<file path="config.mk">
export PLATFORM = sky130hd
export DESIGN_NAME = itcm_ctrl
export DESIGN_NICKNAME = d
export VERILOG_FILES = /design/src/rtl/itcm_ctrl_pkg.sv /design/src/rtl/itcm_rsp_slot.sv /design/src/rtl/itcm_ctrl.sv
export SDC_FILE = /design/constraint.sdc
export NUM_CORES = 1
export LEC_CHECK = 0
export BUFFER_PORTS_ARGS = -buffer_cell sky130_fd_sc_hd__buf_2
export CORE_MARGIN = 2
export CORE_UTILIZATION = 46
export CTS_CLUSTER_DIAMETER = 40
export DETAILED_ROUTE_END_ITERATION = 12
export PLACE_DENSITY = 0.81
export SYNTH_ARGS = -nofsm -noshare
export SYNTH_HDL_FRONTEND = slang
export SYNTH_SLANG_ARGS = --single-unit
</file>
<file path="constraint.sdc">
create_clock -name clk -period 2.19 [get_ports clk]
set_input_delay 0.1095 -clock clk [delete_from_list [all_inputs] [get_ports clk]]
set_output_delay 0.1095 -clock clk [all_outputs]
set_load 0.03 [all_outputs]
</file>
<file path="src/rtl/itcm_ctrl_pkg.sv">
// Shared widths and response-slot encodings for the instruction TCM controller.
package itcm_ctrl_pkg;

  localparam int ITCM_ADDR_WIDTH = 16;
  localparam int ITCM_RAM_DW     = 32;
  localparam int ITCM_RAM_AW     = ITCM_ADDR_WIDTH - 2;
  localparam int ITCM_RAM_MW     = ITCM_RAM_DW / 8;

  typedef enum logic [1:0] {
    SLOT_EMPTY = 2'd0,
    SLOT_PEND  = 2'd1,
    SLOT_HOLD  = 2'd2
  } slot_state_e;

endpackage

</file>
<file path="src/rtl/itcm_rsp_slot.sv">
// Per-port response slot: tracks one outstanding SRAM access and parks its data
// locally while the consumer is not ready.
//
// state | meaning
// EMPTY | nothing outstanding
// PEND  | access issued last cycle, data is on ram_dout now
// HOLD  | data captured in the hold register, waiting for rsp_ready
module itcm_rsp_slot
  import itcm_ctrl_pkg::*;
(
  input  logic                   clk,
  input  logic                   rst_n,
  input  logic                   i_hsk,
  input  logic                   i_hsk_write,
  input  logic                   i_rsp_ready,
  input  logic [ITCM_RAM_DW-1:0] i_ram_dout,
  output logic                   o_rsp_valid,
  output logic [ITCM_RAM_DW-1:0] o_rsp_rdata,
  output logic                   o_eligible
);

  slot_state_e            r_state;
  slot_state_e            w_state_nxt;
  logic [ITCM_RAM_DW-1:0] r_hold;
  logic [ITCM_RAM_DW-1:0] w_hold_nxt;
  logic                   r_is_write;
  logic                   w_is_write_nxt;
  logic [ITCM_RAM_DW-1:0] w_pend_data;

  assign w_pend_data = r_is_write ? '0 : i_ram_dout;

  always_ff @(posedge clk) begin
    if (!rst_n) begin
      r_state    <= SLOT_EMPTY;
      r_hold     <= '0;
      r_is_write <= 1'b0;
    end else begin
      r_state    <= w_state_nxt;
      r_hold     <= w_hold_nxt;
      r_is_write <= w_is_write_nxt;
    end
  end

  always_comb begin
    w_state_nxt    = r_state;
    w_hold_nxt     = r_hold;
    w_is_write_nxt = r_is_write;
    case (r_state)
      SLOT_EMPTY: begin
        if (i_hsk) begin
          w_state_nxt    = SLOT_PEND;
          w_is_write_nxt = i_hsk_write;
        end
      end
      SLOT_PEND: begin
        if (i_rsp_ready) begin
          if (i_hsk) begin
            w_state_nxt    = SLOT_PEND;
            w_is_write_nxt = i_hsk_write;
          end else begin
            w_state_nxt = SLOT_EMPTY;
          end
        end else begin
          // SRAM output is only valid for one cycle, so park it here.
          w_state_nxt = SLOT_HOLD;
          w_hold_nxt  = w_pend_data;
        end
      end
      SLOT_HOLD: begin
        if (i_rsp_ready) begin
          if (i_hsk) begin
            w_state_nxt    = SLOT_PEND;
            w_is_write_nxt = i_hsk_write;
          end else begin
            w_state_nxt = SLOT_EMPTY;
          end
        end
      end
      default: w_state_nxt = SLOT_EMPTY;
    endcase
  end

  always_comb begin
    o_rsp_valid = rst_n && ((r_state == SLOT_PEND) || (r_state == SLOT_HOLD));
    o_rsp_rdata = '0;
    if (o_rsp_valid) begin
      o_rsp_rdata = (r_state == SLOT_PEND) ? w_pend_data : r_hold;
    end
    o_eligible = (r_state == SLOT_EMPTY) || i_rsp_ready;
  end

endmodule

</file>
<file path="src/rtl/itcm_ctrl.sv">
// ITCM controller: round-robin arbitration of IFU and LSU onto one single-port
// SRAM, with a response slot per port to absorb backpressure.
module itcm_ctrl
  import itcm_ctrl_pkg::*;
(
  input  logic                       clk,
  input  logic                       rst_n,
  input  logic                       ifu2itcm_cmd_valid,
  output logic                       ifu2itcm_cmd_ready,
  input  logic [ITCM_ADDR_WIDTH-1:0] ifu2itcm_cmd_addr,
  output logic                       ifu2itcm_rsp_valid,
  input  logic                       ifu2itcm_rsp_ready,
  output logic [ITCM_RAM_DW-1:0]     ifu2itcm_rsp_rdata,
  input  logic                       lsu2itcm_cmd_valid,
  output logic                       lsu2itcm_cmd_ready,
  input  logic [ITCM_ADDR_WIDTH-1:0] lsu2itcm_cmd_addr,
  input  logic                       lsu2itcm_cmd_read,
  input  logic [ITCM_RAM_DW-1:0]     lsu2itcm_cmd_wdata,
  input  logic [ITCM_RAM_MW-1:0]     lsu2itcm_cmd_wmask,
  output logic                       lsu2itcm_rsp_valid,
  input  logic                       lsu2itcm_rsp_ready,
  output logic [ITCM_RAM_DW-1:0]     lsu2itcm_rsp_rdata,
  output logic                       ram_cs,
  output logic                       ram_we,
  output logic [ITCM_RAM_AW-1:0]     ram_addr,
  output logic [ITCM_RAM_MW-1:0]     ram_wem,
  output logic [ITCM_RAM_DW-1:0]     ram_din,
  input  logic [ITCM_RAM_DW-1:0]     ram_dout
);

  logic r_rr;
  logic w_ifu_elig;
  logic w_lsu_elig;
  logic w_ifu_req;
  logic w_lsu_req;
  logic w_ifu_gnt;
  logic w_lsu_gnt;
  logic w_contend;
  logic w_lsu_wr;
  logic w_unused;

  // Byte offset within the word is ignored; misaligned addresses just alias.
  assign w_unused = ^{ifu2itcm_cmd_addr[1:0], lsu2itcm_cmd_addr[1:0]};

  assign w_ifu_req = ifu2itcm_cmd_valid && w_ifu_elig;
  assign w_lsu_req = lsu2itcm_cmd_valid && w_lsu_elig;
  assign w_contend = rst_n && w_ifu_req && w_lsu_req;

  always_comb begin
    w_ifu_gnt = 1'b0;
    w_lsu_gnt = 1'b0;
    if (rst_n) begin
      if (w_ifu_req && w_lsu_req) begin
        w_ifu_gnt = !r_rr;
        w_lsu_gnt = r_rr;
      end else begin
        w_ifu_gnt = w_ifu_req;
        w_lsu_gnt = w_lsu_req;
      end
    end
  end

  // r_rr names the preferred port (0 = IFU); it moves to the loser on contention.
  always_ff @(posedge clk) begin
    if (!rst_n) begin
      r_rr <= 1'b0;
    end else if (w_contend) begin
      r_rr <= !r_rr;
    end
  end

  assign ifu2itcm_cmd_ready = w_ifu_gnt;
  assign lsu2itcm_cmd_ready = w_lsu_gnt;
  assign w_lsu_wr           = w_lsu_gnt && !lsu2itcm_cmd_read;

  always_comb begin
    ram_cs   = w_ifu_gnt || w_lsu_gnt;
    ram_we   = w_lsu_wr;
    ram_addr = '0;
    ram_wem  = '0;
    ram_din  = '0;
    if (w_lsu_gnt) begin
      ram_addr = lsu2itcm_cmd_addr[ITCM_ADDR_WIDTH-1:2];
    end else if (w_ifu_gnt) begin
      ram_addr = ifu2itcm_cmd_addr[ITCM_ADDR_WIDTH-1:2];
    end
    if (w_lsu_wr) begin
      ram_wem = lsu2itcm_cmd_wmask;
      ram_din = lsu2itcm_cmd_wdata;
    end
  end

  itcm_rsp_slot u_ifu_slot (
    .clk         (clk),
    .rst_n       (rst_n),
    .i_hsk       (w_ifu_gnt),
    .i_hsk_write (1'b0),
    .i_rsp_ready (ifu2itcm_rsp_ready),
    .i_ram_dout  (ram_dout),
    .o_rsp_valid (ifu2itcm_rsp_valid),
    .o_rsp_rdata (ifu2itcm_rsp_rdata),
    .o_eligible  (w_ifu_elig)
  );

  itcm_rsp_slot u_lsu_slot (
    .clk         (clk),
    .rst_n       (rst_n),
    .i_hsk       (w_lsu_gnt),
    .i_hsk_write (w_lsu_wr),
    .i_rsp_ready (lsu2itcm_rsp_ready),
    .i_ram_dout  (ram_dout),
    .o_rsp_valid (lsu2itcm_rsp_valid),
    .o_rsp_rdata (lsu2itcm_rsp_rdata),
    .o_eligible  (w_lsu_elig)
  );

endmodule

</file>
Word level (Yosys, flattened, before mapping)

Cells that the tools add are included.
W data, S select, Z words.

Logic and storage cells: 76
Input bits: 107
Register bits: 71
Output and inout bits: 120

Reduce and logical (&&, ||, !) cells: 27
Muxes and demuxes: 30
Bitwise operators: 2
Eq/ne operators: 10

Operators with widths:

| kind                 | number |
|---|---|
| $mux W32             | 7 |
| $mux W14             | 2 |
| $mux W2              | 6 |
| $pmux W2 S3          | 2 |
| $reduce_and A2 Y1    | 6 |
| $mux W1              | 10 |
| $logic_and A1 B1 Y1  | 8 |
| $ne A2 B2 Y1 const B | 4 |
| $logic_or A1 B1 Y1   | 5 |
| $eq A2 B1 Y1 const B | 2 |
| $eq A2 B2 Y1 const B | 2 |
| $logic_not A2 Y1     | 2 |
| $mux W4              | 1 |
| $ne A2 B1 Y1 const B | 2 |
| $pmux W1 S2          | 2 |
| $reduce_bool A2 Y1   | 2 |
| $reduce_or A2 Y1     | 2 |
| $logic_not A1 Y1     | 2 |
| $not A1 Y1           | 2 |

Longest topological paths before layout

Depth in word-level cells: 10
Mapped depth: 8
Depth with buffers taken out: 5

Cells and area by module

From an unflattened synthesis, not the netlist that was laid out.

Cells, all modules: 618
Area, all modules: 4584.4 um^2

Modules (own cells, without submodules):

| module        | cells an instance | seq. area each (um^2) | instances | area each (um^2) |
|---|---|---|---|---|
| itcm_rsp_slot | 275               | 700.7                 | 2         | 2034.5 |
| itcm_ctrl     | 68                | 20.0                  | 1         | 515.5 |

Worst setup path before layout

OpenSTA, ideal clock, no wires.

Kind: register to register
Start point: reg u_ifu_slot.r_state[0]
End point: reg u_lsu_slot.r_state[0]
Required time: 2120 ps
Period minus slack after synthesis: 2140 ps
Setup slack: 50 ps
Arrival: 2070 ps
Buffers on the path: 1
Stages on the path, launching flop included: 7
Cells stage by stage: dfxtp_1 > inv_1 > ha_1 > o21a_1 > buf_4 > a211oi_1 > o2bb2ai_1

Longest elaborated chain between the ends: 9
Elaborated cells on any way between the ends: 12

RTL lines:

| element                           | RTL line                                 | RTL |
|---|---|---|
| start: declaration                | itcm_rsp_slot.sv:22                      | `slot_state_e r_state;` |
| start signal: assignment          | itcm_rsp_slot.sv:38                      | `r_state <= w_state_nxt;` |
| $logic_not A2 Y1 *                | itcm_rsp_slot.sv:89                      | `o_eligible = (r_state == SLOT_EMPTY) \|\| i_rsp_ready;` |
| $logic_or A1 B1 Y1 *              | itcm_rsp_slot.sv:89                      |  |
| $logic_and A1 B1 Y1 *             | itcm_ctrl.sv:45                          | `assign w_ifu_req = ifu2itcm_cmd_valid && w_ifu_elig;` |
| $logic_and A1 B1 Y1 *             | itcm_ctrl.sv:53                          | `if (w_ifu_req && w_lsu_req) begin` |
| $mux W1 *                         | itcm_ctrl.sv:53                          |  |
| $mux W1 *                         | itcm_ctrl.sv:52                          | `if (rst_n) begin` |
| net lsu2itcm_cmd_ready            | itcm_ctrl.sv:15                          | `output logic lsu2itcm_cmd_ready,` |
| $mux W1                           | itcm_rsp_slot.sv:57, itcm_rsp_slot.sv:71 |  |
| $mux W2, on equally long branches | itcm_rsp_slot.sv:70, itcm_rsp_slot.sv:56 |  |
| $pmux W2 S3                       | itcm_rsp_slot.sv:48                      | `case (r_state)` |
| end signal: assignment            | itcm_rsp_slot.sv:38                      |  |
| end: declaration                  | itcm_rsp_slot.sv:22                      |  |

The timed path passes the listed nets; every way through them passes the cells marked *. The select of a mux whose other input is x is not followed.
A chain may end at the register's enable or synchronous reset.

Worst setup path after layout

Start point: reg u_ifu_slot.r_state[0]
End point: out ram_wem[2]

Longest elaborated chain between the ends: 8

RTL lines:

| element             | RTL line            | RTL |
|---|---|---|
| $logic_not A2 Y1    | itcm_rsp_slot.sv:89 |  |
| $logic_or A1 B1 Y1  | itcm_rsp_slot.sv:89 |  |
| $logic_and A1 B1 Y1 | itcm_ctrl.sv:45     |  |
| $logic_and A1 B1 Y1 | itcm_ctrl.sv:53     |  |
| $mux W1             | itcm_ctrl.sv:53     |  |
| $mux W1             | itcm_ctrl.sv:52     |  |
| $logic_and A1 B1 Y1 | itcm_ctrl.sv:74     | `assign w_lsu_wr = w_lsu_gnt && !lsu2itcm_cmd_read;` |
| $mux W4             | itcm_ctrl.sv:87     | `if (w_lsu_wr) begin` |
| end: declaration    | itcm_ctrl.sv:26     | `output logic [ITCM_RAM_MW-1:0] ram_wem,` |

Every way passes these cells.

==> flow_metrics.env <==
export IMPL_status="finished clean"
export IMPL_final_nets=935
export IMPL_p_per_area_nw_per_um2=629.7
export IMPL_crit_arrival_ns=2.05
export IMPL_end_kind="output port"
export IMPL_power_frac_comb=0.334
export IMPL_clk_latency_ns=0.35
export IMPL_cts_path_max_buffers=2
export IMPL_cts_root_buffer="clkbuf_8"
export IMPL_synth_area_per_cell_um2=7.229
export IMPL_synthDistinctLibCells=30
export IMPL_pwr_share_seq=0.353
export IMPL_ys_ff_latch=70
export IMPL_synth_edf_count=0
export IMPL_core_area_um2=9328
export IMPL_max_freq_mhz=463.9
export IMPL_finClkSkew_ns=0.01116
export IMPL_wl_per_cell_um=14.39
export IMPL_clkPwrFrac=0.313
export IMPL_vdd_drop_max_uv=371.9
export IMPL_wl_mm=13.75
export IMPL_numCtsBuffers=9
export IMPL_crit_type="register to output port"
export IMPL_synthArstFlopShare=0
export IMPL_htree_levels=3
export IMPL_dr_pass1_iters=5
export IMPL_cp_required_ns=2.08
export IMPL_grt_max_degree=65
export IMPL_yosysTopAreaCell="dfxtp_1"
export IMPL_p_leak_nw=2.749
export IMPL_clk_pin_slew_worst_paths_ns=0.08
export IMPL_gp_congestion=0.7619
export IMPL_worst_pin_slew_ns=0.4510
export IMPL_grt_use_total=0.2517
export IMPL_grt_pass1_wl_mm=20.93
export IMPL_port_buffers=222
export IMPL_final_common_cell="buf_2"
export IMPL_setup_viol_count_final=0
export IMPL_max_cap_violations=0
export IMPL_std_cell_rows=35
export IMPL_grt_overflow_total=0
export IMPL_synth_fp_nets=731
export IMPL_fin_crit_ns=2.156
export IMPL_hold_violations=0
export IMPL_synthToLayoutAreaGrowth_pct=40.83
export IMPL_yosysSeqAreaShare=0.3147
export IMPL_synth_area_top_cells="dfxtp_1 31%, mux2i_1 15%, nand2_1 11%"
export IMPL_rsz0062_at_grt="yes"
export IMPL_start_util=0.4774
export IMPL_synthesis_area_um2=4453
export IMPL_ant_nets=0
export IMPL_internal_power_mw=2.620
export IMPL_cp_start_kind="register"
export IMPL_swShare=0.3364
export IMPL_die_w_um=102.4
export IMPL_synth_top_flop_cell="dfxtp_1"
export IMPL_synth_top_cell_area_share=0.3147
export IMPL_max_slew_margin_rel=0.6993
export IMPL_drive_above_1_share=0.3358
export IMPL_maxSlewViolCount=0
export IMPL_antenna_found_initial=1
export IMPL_synth_warning_count=0
export IMPL_fin_crit_sh=0.9844
export IMPL_die_height_um=102.4
export IMPL_switching_power_mw=1.329
export IMPL_cp_max_fo=19
export IMPL_drcViolationCount=0
export IMPL_drtIter0Drc=243
export IMPL_clkSinkCount=70
export IMPL_vias_per_cell=5.193
export IMPL_vias=4959
export IMPL_hold_path_class="input pin to register"
export IMPL_syn_inst=616
export IMPL_layout_common_cells="184 x buf_2, 135 x nand2_1, 82 x a21oi_1"
export IMPL_cts_tree="built"
export IMPL_p_total_mw=3.949
export IMPL_hpwl_mm=8.987
export IMPL_die_area_um2=10480
export IMPL_setup_tns_ns=0
export IMPL_io_pins=227
export IMPL_grt_pass1_vias=4427
cell families (layout without fill, tap and decap cells):
logic type | count (synthesis) | in the layout | synth area share
flops | 70 | 70 | 0.3147
other cells | 0 | 1 | 0
simple gates | 294 | 294 | 0.2973
mux | 68 | 68 | 0.1529
fa+ha+maj | 8 | 8 | 0.02248
compound gates | 113 | 113 | 0.1464
buf+inv | 63 | 272 | 0.06631
routing by layer:
metal / track usage / vias up / wire [um]
met4: 0.05641 / 0 / 234
met5: 0 / - / 0
met2: 0.4585 / 171 / 6983
met1: 0.3015 / 2337 / 5660
li1: - / 2434 / -
met3: 0.05746 / 17 / 866
final cells by class:
cell class / count / area (um2)
Clock inverter: 4 / 77.57
Sequential cell: 70 / 1408
Clock buffer: 12 / 165.2
Antenna cell: 1 / 2.502
Inverter: 10 / 37.54
Fill cell: 800 / 3057
Timing Repair Buffer: 246 / 1617
Multi-Input combinational cell: 483 / 2803
Tap cell: 129 / 161.4
synth_stat cells (all sizes together), types with 10 or more instances:
cell type	number
a21oi	82
and2	37
buf	33
clkbuf	20
dfxtp	70
inv	10
mux2i	68
nand2	135
nand3	15
nor2	64
nor2b	34
o211ai	15
state kept, by name, summed over array words and instances, names as in the netlist:
| signal | count |
|---|---|
| u_lsu_slot.r_is_write | 1 |
| u_ifu_slot.r_state | 2 |
| u_lsu_slot.r_hold | 32 |
| u_ifu_slot.r_hold | 32 |
| u_lsu_slot.r_state | 2 |
| r_rr | 1 |
stage by stage:
stage / std cells / utilization / hold slack, ns / setup WS, ns / instance area (um2)
after CTS: 952 / 0.6507 / 0.0008831 / 0.005866 / 6070
after global placement: 930 / 0.6093 / 0.3698 / 0.3100 / 5683
after detailed placement: 930 / 0.6093 / 0.3773 / 0.2896 / 5683
final: 955 / 0.6723 / 0.01818 / 0.03417 / 6271
after global routing: 955 / 0.6723 / 0.007359 / -0.05240 / 6271
after floorplan: 616 / - / 0.2455 / 0.04952 / 4453
path summary, 6_finish.rpt:
path | from | end | slack (ns) | cells after the start
hold / removal | ram_dout[25] | u_ifu_slot.r_hold[25] | 0.02 | 3
setup reg to reg | u_ifu_slot.r_state[0] | u_lsu_slot.r_state[1] | 0.43 | 6
setup / recovery | u_ifu_slot.r_state[0] | ram_wem[2] | 0.03 | 8
hold reg to reg | u_lsu_slot.r_hold[7] | u_lsu_slot.r_hold[7] | 0.45 | 2
worst max-delay path, stage by stage (launching register included):
cell and delay, ns:
dfxtp_4 0.34, inv_1 0.07, ha_4 0.18, o21a_1 0.23, a211oi_4 0.29, buf_4 0.16
buf_12 0.13, and2_1 0.16, buf_6 0.14
power groups by stage:
stage               logic, mW  registers, mW  clock network (mW)
global route             1.42           1.40                1.33
detailed placement       1.25           1.42                   0
finish                   1.32           1.40                1.24
floorplan               0.883           1.41                   0
CTS                      1.28           1.40                1.26
global placement         1.23           1.42                   0
what timing repair did:
item / in CTS / in global routing
hold buffers: 4 / 0
cloned: 1 / 0
pin swaps: 2 / 4
buffers inserted: 1 / 2
hold endpoints to repair: 4 / 0
resized for setup: 25 / 77
setup endpoints to repair: 51 / 43
Note: power is estimated with default switching activity, not from simulation.
